--- src/rtl/ras_ctrl_if.sv ---
// ----------------------------------------------------------------------------
// ras_ctrl_if
// Hint handshake between the IF-stage predecoder (master) and the RAS
// sequencer (slave), together with the same-cycle return-target prediction.
//   req_valid   master -> slave  predecoder presents a hint
//   req_ready   slave  -> master hint accepted this cycle
//   req_kind    master -> slave  0 NONE, 1 CALL, 2 RET, 3 CALL_RET
//   req_pc      master -> slave  PC of the call/return instruction
//   pred_valid  slave  -> master pred_target usable in the accept cycle
//   pred_target slave  -> master predicted return target
// ----------------------------------------------------------------------------
interface ras_ctrl_if;
   logic        req_valid;
   logic        req_ready;
   logic [1:0]  req_kind;
   logic [31:0] req_pc;
   logic        pred_valid;
   logic [31:0] pred_target;

   modport master (
      output req_valid, req_kind, req_pc,
      input  req_ready, pred_valid, pred_target
   );

   modport slave (
      input  req_valid, req_kind, req_pc,
      output req_ready, pred_valid, pred_target
   );
endinterface

--- src/rtl/ras_ctrl.sv ---
// ----------------------------------------------------------------------------
// ras_ctrl
// Sequencer between the predecoder and the return address stack. One hint is
// accepted per cycle; the resulting push/pop is registered into the RAS one
// cycle later. A same-cycle prediction bypasses a push still in flight.
// Tracks stack depth, sequences flushes and counts commit-time hits/misses.
// Ports:
//   clk, reset        clock, asynchronous active-high reset
//   flush_in          backend flush (mispredict/exception)
//   req_if            hint handshake + prediction (slave side)
//   ras_push_req/ras_pop_req/ras_push_data/ras_flush   commands to the RAS
//   ras_top_valid/ras_top_data                         RAS top entry
//   commit_ret_valid/commit_ret_hit                    retired return outcome
//   hit_cnt/miss_cnt  saturating statistics counters
// ----------------------------------------------------------------------------
module ras_ctrl #(
   parameter int ENTRIES_NUM = 8,
   parameter int CNT_W       = 16
) (
   input  logic             clk,
   input  logic             reset,
   input  logic             flush_in,
   ras_ctrl_if.slave        req_if,
   output logic             ras_push_req,
   output logic             ras_pop_req,
   output logic [31:0]      ras_push_data,
   output logic             ras_flush,
   input  logic             ras_top_valid,
   input  logic [31:0]      ras_top_data,
   input  logic             commit_ret_valid,
   input  logic             commit_ret_hit,
   output logic [CNT_W-1:0] hit_cnt,
   output logic [CNT_W-1:0] miss_cnt
);
   localparam int DEPTH_W = $clog2(ENTRIES_NUM + 1);
   localparam logic [DEPTH_W-1:0] DEPTH_MAX = DEPTH_W'(ENTRIES_NUM);

   localparam logic [1:0] KIND_NONE     = 2'd0;
   localparam logic [1:0] KIND_CALL     = 2'd1;
   localparam logic [1:0] KIND_RET      = 2'd2;
   localparam logic [1:0] KIND_CALL_RET = 2'd3;

   typedef enum logic {
      ST_RUN   = 1'b0,
      ST_FLUSH = 1'b1
   } state_t;

   state_t             r_state;
   state_t             w_state_next;

   // Stage register S: hint accepted last cycle, driving the RAS this cycle
   logic               r_s_valid;
   logic [1:0]         r_s_kind;
   logic [31:0]        r_s_addr;

   logic [DEPTH_W-1:0] r_depth;
   logic [DEPTH_W-1:0] w_depth_next;
   logic [CNT_W-1:0]   r_hit_cnt;
   logic [CNT_W-1:0]   r_miss_cnt;

   logic               w_ready;
   logic               w_ras_flush;
   logic               w_accept;
   logic               w_s_push;
   logic               w_req_is_ret;
   logic               w_depth_nz;

   // ---------------------------------------------------------------- FSM
   always_ff @(posedge clk or posedge reset) begin
      if (reset) begin
         r_state <= ST_RUN;
      end else begin
         r_state <= w_state_next;
      end
   end

   always_comb begin
      w_state_next = r_state;
      w_ready      = 1'b0;
      w_ras_flush  = 1'b0;
      case (r_state)
         ST_RUN: begin
            w_ready = !flush_in;
            if (flush_in) begin
               w_state_next = ST_FLUSH;
            end
         end
         ST_FLUSH: begin
            w_ras_flush = 1'b1;
            // A flush arriving while flushing extends the flush by a cycle
            if (!flush_in) begin
               w_state_next = ST_RUN;
            end
         end
         default: w_state_next = ST_RUN;
      endcase
   end

   assign w_accept     = req_if.req_valid && w_ready;
   assign w_depth_nz   = (r_depth != '0);
   assign w_s_push     = r_s_valid && ((r_s_kind == KIND_CALL) || (r_s_kind == KIND_CALL_RET));
   assign w_req_is_ret = (req_if.req_kind == KIND_RET) || (req_if.req_kind == KIND_CALL_RET);

   // ---------------------------------------------------------------- stage S
   always_ff @(posedge clk or posedge reset) begin
      if (reset) begin
         r_s_valid <= 1'b0;
         r_s_kind  <= KIND_NONE;
         r_s_addr  <= '0;
      end else if (w_accept) begin
         r_s_valid <= (req_if.req_kind != KIND_NONE);
         r_s_kind  <= req_if.req_kind;
         r_s_addr  <= req_if.req_pc + 32'd8;   // skip delay slot, wraps mod 2^32
      end else begin
         r_s_valid <= 1'b0;
      end
   end

   // ---------------------------------------------------------------- depth
   // CALL_RET is a replace-top in the RAS, so depth only moves when the
   // stack was empty (the replace then behaves as a plain push).
   always_comb begin
      w_depth_next = r_depth;
      if (flush_in) begin
         w_depth_next = '0;
      end else if (r_s_valid) begin
         case (r_s_kind)
            KIND_CALL: begin
               if (r_depth != DEPTH_MAX) begin
                  w_depth_next = r_depth + 1'b1;
               end
            end
            KIND_RET: begin
               if (w_depth_nz) begin
                  w_depth_next = r_depth - 1'b1;
               end
            end
            KIND_CALL_RET: begin
               if (!w_depth_nz) begin
                  w_depth_next = DEPTH_W'(1);
               end
            end
            default: w_depth_next = r_depth;
         endcase
      end
   end

   always_ff @(posedge clk or posedge reset) begin
      if (reset) begin
         r_depth <= '0;
      end else begin
         r_depth <= w_depth_next;
      end
   end

   // ---------------------------------------------------------------- RAS cmds
   assign ras_push_req  = w_s_push;
   assign ras_pop_req   = r_s_valid && (r_s_kind == KIND_RET) && w_depth_nz;
   assign ras_push_data = r_s_addr;
   assign ras_flush     = w_ras_flush;

   // ---------------------------------------------------------------- prediction
   // A push in S is not yet in the RAS, so forward its address. A pop in S
   // would expose the second entry, which is not visible, so no prediction.
   always_comb begin
      req_if.pred_valid  = 1'b0;
      req_if.pred_target = ras_top_data;
      if (w_s_push) begin
         req_if.pred_target = r_s_addr;
      end
      if (w_accept && w_req_is_ret) begin
         if (w_s_push) begin
            req_if.pred_valid = 1'b1;
         end else if (r_s_valid) begin
            req_if.pred_valid = 1'b0;
         end else begin
            req_if.pred_valid = ras_top_valid && w_depth_nz;
         end
      end
   end

   assign req_if.req_ready = w_ready;

   // ---------------------------------------------------------------- stats
   always_ff @(posedge clk or posedge reset) begin
      if (reset) begin
         r_hit_cnt  <= '0;
         r_miss_cnt <= '0;
      end else if (commit_ret_valid) begin
         if (commit_ret_hit) begin
            if (r_hit_cnt != '1) begin
               r_hit_cnt <= r_hit_cnt + 1'b1;
            end
         end else begin
            if (r_miss_cnt != '1) begin
               r_miss_cnt <= r_miss_cnt + 1'b1;
            end
         end
      end
   end

   assign hit_cnt  = r_hit_cnt;
   assign miss_cnt = r_miss_cnt;

endmodule

--- src/flat_wrapper.sv ---
// flat-port wrapper written by rule: the top's interface ports become plain ports
module ras_ctrl_flat 
#(
   parameter int ENTRIES_NUM = 8,
   parameter int CNT_W       = 16
)
  (clk, reset, flush_in, ras_push_req, ras_pop_req, ras_push_data, ras_flush, ras_top_valid, ras_top_data, commit_ret_valid, commit_ret_hit, hit_cnt, miss_cnt, req_if_req_valid, req_if_req_kind, req_if_req_pc, req_if_req_ready, req_if_pred_valid, req_if_pred_target);
  ras_ctrl_if req_if_i ();
  input  logic clk;
  input  logic reset;
  input  logic flush_in;
  output logic ras_push_req;
  output logic ras_pop_req;
  output logic [31:0] ras_push_data;
  output logic ras_flush;
  input  logic ras_top_valid;
  input  logic [31:0] ras_top_data;
  input  logic commit_ret_valid;
  input  logic commit_ret_hit;
  output logic [CNT_W-1:0] hit_cnt;
  output logic [CNT_W-1:0] miss_cnt;
  input wire logic [$bits(req_if_i.req_valid)-1:0] req_if_req_valid;
  input wire logic [$bits(req_if_i.req_kind)-1:0] req_if_req_kind;
  input wire logic [$bits(req_if_i.req_pc)-1:0] req_if_req_pc;
  output wire logic [$bits(req_if_i.req_ready)-1:0] req_if_req_ready;
  output wire logic [$bits(req_if_i.pred_valid)-1:0] req_if_pred_valid;
  output wire logic [$bits(req_if_i.pred_target)-1:0] req_if_pred_target;
  assign req_if_i.req_valid = req_if_req_valid;
  assign req_if_i.req_kind = req_if_req_kind;
  assign req_if_i.req_pc = req_if_req_pc;
  assign req_if_req_ready = req_if_i.req_ready;
  assign req_if_pred_valid = req_if_i.pred_valid;
  assign req_if_pred_target = req_if_i.pred_target;
  ras_ctrl #(.ENTRIES_NUM(ENTRIES_NUM), .CNT_W(CNT_W)) u_core (.clk(clk), .reset(reset), .flush_in(flush_in), .req_if(req_if_i), .ras_push_req(ras_push_req), .ras_pop_req(ras_pop_req), .ras_push_data(ras_push_data), .ras_flush(ras_flush), .ras_top_valid(ras_top_valid), .ras_top_data(ras_top_data), .commit_ret_valid(commit_ret_valid), .commit_ret_hit(commit_ret_hit), .hit_cnt(hit_cnt), .miss_cnt(miss_cnt));
endmodule
--- config.mk ---
export PLATFORM = sky130hd
export DESIGN_NAME = ras_ctrl_flat
export DESIGN_NICKNAME = d
export VERILOG_FILES = /design/src/rtl/ras_ctrl_if.sv /design/src/rtl/ras_ctrl.sv /design/src/flat_wrapper.sv
export SDC_FILE = /design/constraint.sdc
export NUM_CORES = 1
export LEC_CHECK = 0
export BUFFER_PORTS_ARGS = -buffer_cell sky130_fd_sc_hd__buf_2
export CORE_MARGIN = 4
export CORE_UTILIZATION = 53
export CTS_CLUSTER_DIAMETER = 120
export DETAILED_ROUTE_END_ITERATION = 6
export GPL_ROUTABILITY_DRIVEN = 0
export GPL_TIMING_DRIVEN = 0
export PLACE_DENSITY = 0.87
export REMOVE_ABC_BUFFERS = 1
export SYNTH_ARGS = -nofsm -noshare
export SYNTH_HDL_FRONTEND = slang
export SYNTH_SLANG_ARGS = --single-unit
--- constraint.sdc ---
create_clock -name clk -period 3.3 [get_ports clk]
set_input_delay 0.33 -clock clk [delete_from_list [all_inputs] [get_ports clk]]
set_output_delay 0.33 -clock clk [all_outputs]
set_load 0.005 [all_outputs]
==> run metrics, run 1 <==
TritonCTS Buffers=9; Arr. time, crit path=2.29 ns; hold buffers post-CTS=0; outcome=finished, final reports clean; RSZ-0062 raised after global routing=false; Final ANT Viol Nets=0; R2R setup slack=1.22 ns; ys flop type=dfrtp_1; Post-CTS Setup Repair Bufs=0; async set or reset register ratio after synthesis=100%; largest net degree at the start of global routing=between 70 and 80; cts repair resizes=0; first-pass GRT wire length=about 19000 um; mapped cell area=roughly 4300 um2; mux cell area share after synthesis=9.00%; xor/xnor cell area share of the yosys netlist=under 10%; initial antenna violation count=0; Synth cell types=53; CP Max Fanout=37; crit start category=register; buffer depth of the longest clock path=2; area delta synth->final=25.8%; Synth warnings=0; EDFF count, synth=0; Hold Fails Final Rpt=0; slowest CP cell=and2_1; Die H=97.6 um; Residual DRC=0; Worst Reg-to-Reg Cells=5; simple-gate share of the synthesized area=24.8%; Max Clk Rate=around 380 MHz; number of setup violations in the final report=0; crit path time final=around 2.6 ns; # H-tree levels=3; VDD IR max=roughly 0.00025 V; wire per inst=between 15 and 20 um; core area=around 7800 um2; die area=~9500 um2; share of layout cells above drive strength 1=between 30% and 40%; CTS Root Cell=clkbuf_8; worst skew pair latency=around 0.33 ns; Final Slew Violations=0; Synth Area in Adders=1.47%; most common cell after layout, fill and taps aside=buf_2; WS Path Type=reg2out; Clk pin slew, worst setup/hold paths=0.08 ns; routed vias=4182; Fillers=622; GRT Total Usage=a little under a quarter; combinational family with the most area after synthesis=simple AND/OR/NAND/NOR gates; # diodes=0; Final nets=693; Rows=32; I/O Buffers=between 150 and 200; Compound-Gate Fraction of Synth Area=~11%; worst slew pin tran=1.28 ns; CP Cell Sequence=nor2_1 -> and2_1 -> nand2_1 -> a21oi_1 -> buf_2; grt total ovfl=0; initial DRC count=between 100 and 150; TritonCTS clock tree=yes; Hold Path Class=in2async; io pins=174; Yosys reg bits=just over 70; Util after Layout=~69%; Synth Area per Inst=9.37 um2; P per Cell Area=between 400 and 500 nW/um2; most frequent cells in the layout=buf_2, dfrtp_1, nand2_1; Max Cap Viol=0; relative slew slack=14.7%; number of global-route vias before repair=just over 4000; Lkg Pwr=around 2.6 nW; Seq/Total Area, Yosys=around 42%; Initial Utilization=approximately 55%; drt first pass iters=5; chip width=a little under 100 um; Mapped Cells=454; Post-Route WL=about 11000 um; slowest stage delay, CP=a little under 1 ns; crit end category=output pin; setup TNS=0 ns; Final Cycle Share=between 70% and 80%; final setup skew=between 0.01 and 0.015 ns; Via-to-Cell Ratio=~5.8; clock sinks=72; data required time at the worst endpoint=roughly 3 ns; Post-DP HPWL=8390 um
-- synth_stat cells, drive strengths merged, types with 11 or more instances --
library cell | number | area, um2
xor2 | 26 | 228
nor2 | 31 | 116
or3 | 11 | 70.1
a31oi | 21 | 131
dfrtp | 72 | 1800
nand4 | 17 | 113
xnor2 | 15 | 131
clkbuf | 20 | 75.1
nand2 | 50 | 188
nand3 | 22 | 115
mux2 | 34 | 383
o21ai | 27 | 135
-- layer usage --
| metal | up-vias | routed length (um) | GRT usage (%) |
|---|---|---|---|
| li1 | 1988 | - | - |
| met1 | 2011 | 4560 | 27.1 |
| met2 | 170 | 5730 | 41.7 |
| met3 | 13 | 760 | 4.74 |
| met4 | 0 | 136 | 7.77 |
| met5 | - | 0 | 0 |
-- state kept, by name, summed over array words and instances, names as in the netlist --
register	cells
u_core.r_s_valid	1
u_core.r_depth	4
u_core.miss_cnt	16
u_core.ras_push_data	32
u_core.r_s_kind	2
u_core.r_state	1
u_core.hit_cnt	16
-- cell type report --
cell class | instances | area (um2) | area share (%)
inverters | 9 | 36.3 | 0.678
flip-flops and latches | 72 | 1800 | 33.7
multi-input cells | 350 | 2330 | 43.6
clock buffers | 10 | 128 | 2.39
well taps | 102 | 128 | 2.39
repair buffers | 173 | 866 | 16.2
clock inverters | 6 | 60.1 | 1.12
-- worst max-delay path: cells and delay by family, from the launching register on --
family / cells / cell delay, ns
simple gates: 3 / 1.26
flops: 1 / 0.41
buf+inv: 1 / 0.14
compound gates: 1 / 0.16
-- kinds of logic (layout without fill, tap and decap cells) --
logic type	Yosys count	after routing
compound gates	75	75
xor+xnor	41	41
fa+ha+maj	5	5
buf+inv	32	198
flops	72	72
mux	34	34
simple gates	195	195
-- path summary, 6_finish.rpt --
path	from	end
min reg2reg	u_core.miss_cnt[13]	u_core.miss_cnt[13]
min	reset	u_core.miss_cnt[6]
max in group asynchronous	reset	u_core.ras_push_data[12]
min in group clk	req_if_req_pc[2]	u_core.ras_push_data[2]
max	u_core.r_state	req_if_pred_valid
max reg2reg	u_core.hit_cnt[0]	u_core.hit_cnt[1]
-- metrics by stage --
step	power (mW)	cells	area, um2	hold WS, ns	setup WS [ns]
floorplan	1.48	431	4160	0.361	1.15
global placement	1.76	706	5160	0.470	0.280
detailed placement	1.80	706	5160	0.481	0.775
CTS	2.48	722	5350	0.164	0.461
global route	2.61	722	5350	0.163	0.447
finish	2.46	722	5350	0.173	0.676
-- where the power goes --
| part | internal (mW) | switching [mW] |
|---|---|---|
| logic | 0.297 | 0.277 |
| registers | 1.03 | 0.180 |
| clock network | 0.346 | 0.330 |
| total | 1.67 | 0.786 |
No activity file was read; power rests on OpenSTA's default activity.
==> run 2, diff against run 1 <==
--- a/config.mk
+++ b/config.mk
@@ -7,12 +7,12 @@
 export LEC_CHECK = 0
 export BUFFER_PORTS_ARGS = -buffer_cell sky130_fd_sc_hd__buf_2
 export CORE_MARGIN = 4
-export CORE_UTILIZATION = 53
+export CORE_UTILIZATION = 44
 export CTS_CLUSTER_DIAMETER = 120
 export DETAILED_ROUTE_END_ITERATION = 6
 export GPL_ROUTABILITY_DRIVEN = 0
 export GPL_TIMING_DRIVEN = 0
-export PLACE_DENSITY = 0.87
+export PLACE_DENSITY = 0.77
 export REMOVE_ABC_BUFFERS = 1
 export SYNTH_ARGS = -nofsm -noshare
 export SYNTH_HDL_FRONTEND = slang
==> constraint.sdc (replaced) <==
create_clock -name clk -period 2.4 [get_ports clk]
set_input_delay 0.24 -clock clk [delete_from_list [all_inputs] [get_ports clk]]
set_output_delay 0.24 -clock clk [all_outputs]
set_load 0.005 [all_outputs]
==> run 2 against run 1 <==
Against the previous run:
- count of clock-buffer cells in the layout rose by 1
- global-route usage fell by 2.4 points
- routed wire length rose by 3.0%
- clock skew fell by 0.0020 ns
- clock power rose by 18%
- power rose by 33%
- largest cell class unchanged
- largest power group unchanged
==> run metrics, run 2 (synthesis gave the netlist of run 1 again) <==
Final Slew Violations=0; data required time at the worst endpoint=2.16 ns; initial DRC count=190; final setup skew=~0.01 ns; Initial Utilization=approximately 46%; grt total ovfl=0; Arr. time, crit path=approximately 2.1 ns; most frequent cells in the layout=buf_2, dfrtp_1, nand2_1; initial antenna violation count=0; routed vias=about 4200; GRT met2 Usage=between 30% and 40%; TritonCTS Buffers=9; sw frac=approximately a third; Hold Fails Final Rpt=0; # H-tree levels=3; VDD IR max=0.000300 V; Net Sw Power=around 1.1 mW; Die H=106 um; Util after Layout=57.8%; non-filler cells, final=750; RSZ-0062 raised after global routing=false; buffer depth of the longest clock path=2; I/O Buffers=about 170; TritonCTS clock tree=yes; logic gate share of total power=between 20% and 30%; WS Path Type=reg2out; area delta synth->final=26.7%; Final Cycle Share=95.4%; Sequential Power Share=50.9%; Final ANT Viol Nets=0; wire per inst=around 15 um; max FFs per register=32; # diodes=0; Final nets=695; share of layout cells above drive strength 1=approximately 37%; clock share of power=between 20% and 30%; Post-DP HPWL=just under 9000 um; Residual DRC=0; crit path time final=~2.3 ns; Clk pin slew, worst setup/hold paths=0.07 ns; met1 Use GR=25.2%; relative slew slack=approximately a third; Lkg Pwr=~2.6 nW; P per Cell Area=between 600 and 700 nW/um2; io pins=between 150 and 200; Via-to-Cell Ratio=5.61; die area=roughly 11000 um2; CTS Root Cell=clkbuf_8; worst slew pin tran=~1 ns; core area=slightly above 9000 um2; crit end category=output pin; chip width=roughly 110 um; placed cell count=~730; GRT Total Usage=20.6%; largest net degree at the start of global routing=66; first-pass GRT wire length=19200 um; Internal Pwr Total=roughly 2.2 mW; Max Clk Rate=about 440 MHz; number of global-route vias before repair=~4100; most common cell after layout, fill and taps aside=buf_2; number of setup violations in the final report=0; Post-Route WL=between 10000 and 15000 um; Rows=35; drt first pass iters=5; met3 Use GR=5.10%; CP Max Fanout=34; outcome=finished, final reports clean; clock sinks=72; worst skew pair latency=about 0.33 ns; Fillers=851; Hold Path Class=in2reg; Max Cap Viol=0; grt peak-use layer=met2; crit start category=register
## run 2: layer usage
metal / part of all wire, % / vias up
met5: 0 / -
met4: 1.8 / 0
met3: 9.0 / 17
met2: 50 / 192
met1: 39 / 2001
li1: - / 1999
## run 2: path summary, 6_finish.rpt
check	from	endpoint	slack, ns	cells past startpoint
max in group asynchronous	reset	u_core.ras_push_data[16]	1.52	4
min in group asynchronous	reset	u_core.hit_cnt[8]	0.34	3
worst max register to register	u_core.hit_cnt[5]	u_core.hit_cnt[1]	0.32	4
worst min register to register	u_core.miss_cnt[7]	u_core.miss_cnt[7]	0.48	1
worst max-delay path	u_core.r_s_kind[0]	req_if_pred_target[28]	0.11	3
worst min-delay path	req_if_req_pc[1]	u_core.ras_push_data[1]	0.11	3
## run 2: repair_timing
item	4_1_cts	5_1_grt
setup endpoints to repair	38	0
endpoints found under the hold margin	7	0
setup buffers	0	0
resized for setup	2	0
hold buffers	1	0
## run 2: critical path: stages (launching register included)
cell and delay, ns:
dfrtp_1 0.48, nand2_2 0.66, mux2_2 0.43, buf_2 0.13
## run 2: power groups by stage
stage | logic, mW | clock network, mW | registers, mW
finish | 0.801 | 0.799 | 1.66
floorplan | 0.392 | 0 | 1.64
CTS | 0.814 | 0.820 | 1.66
global route | 0.906 | 0.874 | 1.70
global placement | 0.781 | 0 | 1.66
detailed placement | 0.808 | 0 | 1.67
## run 2: layout make-up
| type | count | area [um2] | area share, % |
|---|---|---|---|
| clock buffers | 11 | 131 | 2.44 |
| flip-flops and latches | 72 | 1800 | 33.4 |
| repair buffers | 175 | 903 | 16.8 |
| inverters | 9 | 36.3 | 0.673 |
| multi-input cells | 350 | 2330 | 43.3 |
| well taps | 129 | 161 | 3.00 |
| clock inverters | 4 | 22.5 | 0.418 |
## run 2: per-stage QoR
step | setup WS, ns | hold slack (ns) | instance area [um2] | power [mW] | TNS (ns)
final | 0.111 | 0.105 | 5390 | 3.26 | 0
after global routing | 0.00702 | 0.112 | 5390 | 3.48 | 0
after CTS | 0.0921 | 0.0928 | 5390 | 3.29 | 0
after detailed placement | -0.151 | 0.143 | 5220 | 2.48 | -0.374
after global placement | -0.592 | 0.438 | 5190 | 2.44 | -42.34
after floorplan | 0.335 | 0.271 | 4160 | 2.03 | 0
==> run 3, diff against run 2 <==
--- a/config.mk
+++ b/config.mk
@@ -9,6 +9,7 @@
 export CORE_MARGIN = 4
 export CORE_UTILIZATION = 44
 export CTS_CLUSTER_DIAMETER = 120
+export CTS_CLUSTER_SIZE = 28
 export DETAILED_ROUTE_END_ITERATION = 6
 export GPL_ROUTABILITY_DRIVEN = 0
 export GPL_TIMING_DRIVEN = 0
==> constraint.sdc (replaced) <==
create_clock -name clk -period 2.4 [get_ports clk]
set_input_delay 0.6 -clock clk [delete_from_list [all_inputs] [get_ports clk]]
set_output_delay 0.6 -clock clk [all_outputs]
set_load 0.005 [all_outputs]
==> run 3 against run 2 <==
Against the previous run:
- highest routed layer unchanged
- core utilization grew 0.24 points
- largest power group unchanged
- setup slack lost 0.023 ns
- sequential cell count is the same
==> run metrics, run 3 (synthesis gave the netlist of run 1 again) <==
# diodes=0; initial DRC count=around 180; share of layout cells above drive strength 1=between 30% and 40%; worst skew pair latency=around 0.33 ns; crit path time final=roughly 2.3 ns; TritonCTS Buffers=9; sw frac=32.8%; Sequential Power Share=about half; final setup skew=roughly 0.0094 ns; io pins=about 170; Max Clk Rate=between 400 and 500 MHz; most frequent cells in the layout=buf_2, dfrtp_1, nand2_1; Hold Path Class=in2async; Clk pin slew, worst setup/hold paths=roughly 0.07 ns; Hold Fails Final Rpt=0; chip width=around 110 um; Lkg Pwr=approximately 2.6 nW; wire per inst=15.6 um; worst slew pin tran=~1.0 ns; grt total ovfl=0; Post-DP HPWL=8720 um; core area=9330 um2; Final Cycle Share=a little over nine tenths; most common cell after layout, fill and taps aside=buf_2; Final ANT Viol Nets=0; Initial Utilization=between 40% and 50%; Final Slew Violations=0; setup TNS=0 ns; P per Cell Area=604 nW/um2; GRT Total Usage=about a fifth; Internal Pwr Total=roughly 2.2 mW; Net Sw Power=~1.1 mW; crit end category=output pin; # H-tree levels=3; Arr. time, crit path=roughly 1.7 ns; drt first pass iters=4; I/O Buffers=roughly 170; Max Cap Viol=0; Via-to-Cell Ratio=5.57; buffer depth of the longest clock path=2; Residual DRC=0; VDD IR max=0.000300 V; Final nets=695; routed vias=roughly 4200; area delta synth->final=27.2%; clock share of power=between 20 and 25%; Rows=35; largest net degree at the start of global routing=between 60 and 70; crit start category=register; Post-CTS Setup Repair Bufs=0; clock sinks=72; WHS=approximately 0.15 ns; outcome=finished, final reports clean; relative slew slack=32.8%; Post-Route WL=11700 um; initial antenna violation count=0; first-pass GRT wire length=approximately 19000 um; data required time at the worst endpoint=about 1.8 ns; CTS Root Cell=clkbuf_8; RSZ-0062 raised after global routing=false; number of global-route vias before repair=around 4100; CP Max Fanout=34; max FFs per register=32; WS Path Type=reg2out; number of setup violations in the final report=0; die area=11300 um2; Fillers=851; hold buffers post-CTS=0; TritonCTS clock tree=yes; logic gate share of total power=24.8%; Die H=approximately 110 um
## run 3: path summary, 6_finish.rpt
path | slack (ns) | from | depth (start not counted) | to
setup / recovery | 0.09 | u_core.r_s_kind[0] | 3 | req_if_pred_target[28]
max in group asynchronous | 1.70 | reset | 3 | u_core.r_depth[1]
hold / removal | 0.15 | reset | 2 | u_core.hit_cnt[8]
min in group clk | 0.47 | req_if_req_pc[0] | 3 | u_core.ras_push_data[0]
hold reg to reg | 0.48 | u_core.miss_cnt[7] | 1 | u_core.miss_cnt[7]
setup reg to reg | 0.33 | u_core.hit_cnt[4] | 4 | u_core.hit_cnt[1]
## run 3: metrics by stage
stage	cells	instance area (um2)	setup slack, ns	total power, mW	utilization (%)
floorplan	431	4160	-0.0249	2.03	-
global placement	733	5190	-0.952	2.44	55.7
detailed placement	734	5220	-0.596	2.48	56.0
CTS	749	5390	0.0135	3.29	57.8
global route	750	5410	0.00714	3.49	58.0
finish	750	5410	0.0881	3.27	58.0
## run 3: metal layers
layer / vias up / track usage, % / share of wire (%) / wire length (um)
met5: - / 0 / 0 / 0
met4: 0 / 7.68 / 1.9 / 227
met3: 19 / 5.10 / 8.1 / 947
met2: 176 / 35.1 / 49 / 5740
met1: 1984 / 25.1 / 41 / 4760
li1: 1996 / - / - / -
## run 3: power groups by stage
stage	Clock [mW]	Sequential [mW]	Combinational, mW
2_1_floorplan	0	1.64	0.392
5_1_grt	0.874	1.70	0.914
6_report	0.796	1.66	0.809
3_5_place_dp	0	1.67	0.808
3_3_place_gp	0	1.66	0.781
4_1_cts	0.820	1.66	0.813
## run 3: what timing repair did
action / in CTS / in global routing
gates cloned: 0 / 1
pin swaps: 0 / 1
gates resized for setup: 5 / 4
setup endpoints to repair: 38 / 3
## run 3: critical path, stage by stage (launching register included)
cell and delay (ns):
dfrtp_1 0.53, nand2_8 0.32, mux2_2 0.39, buf_2 0.13
## run 3: area by class of cell
type                    instances  area [um2]  area share, %
multi-input cells             351        2360           43.7
well taps                     129         161           2.98
clock buffers                  11         131           2.43
repair buffers                174         893           16.5
inverters                       9        36.3          0.671
clock inverters                 4        22.5          0.416
flip-flops and latches         72        1800           33.3
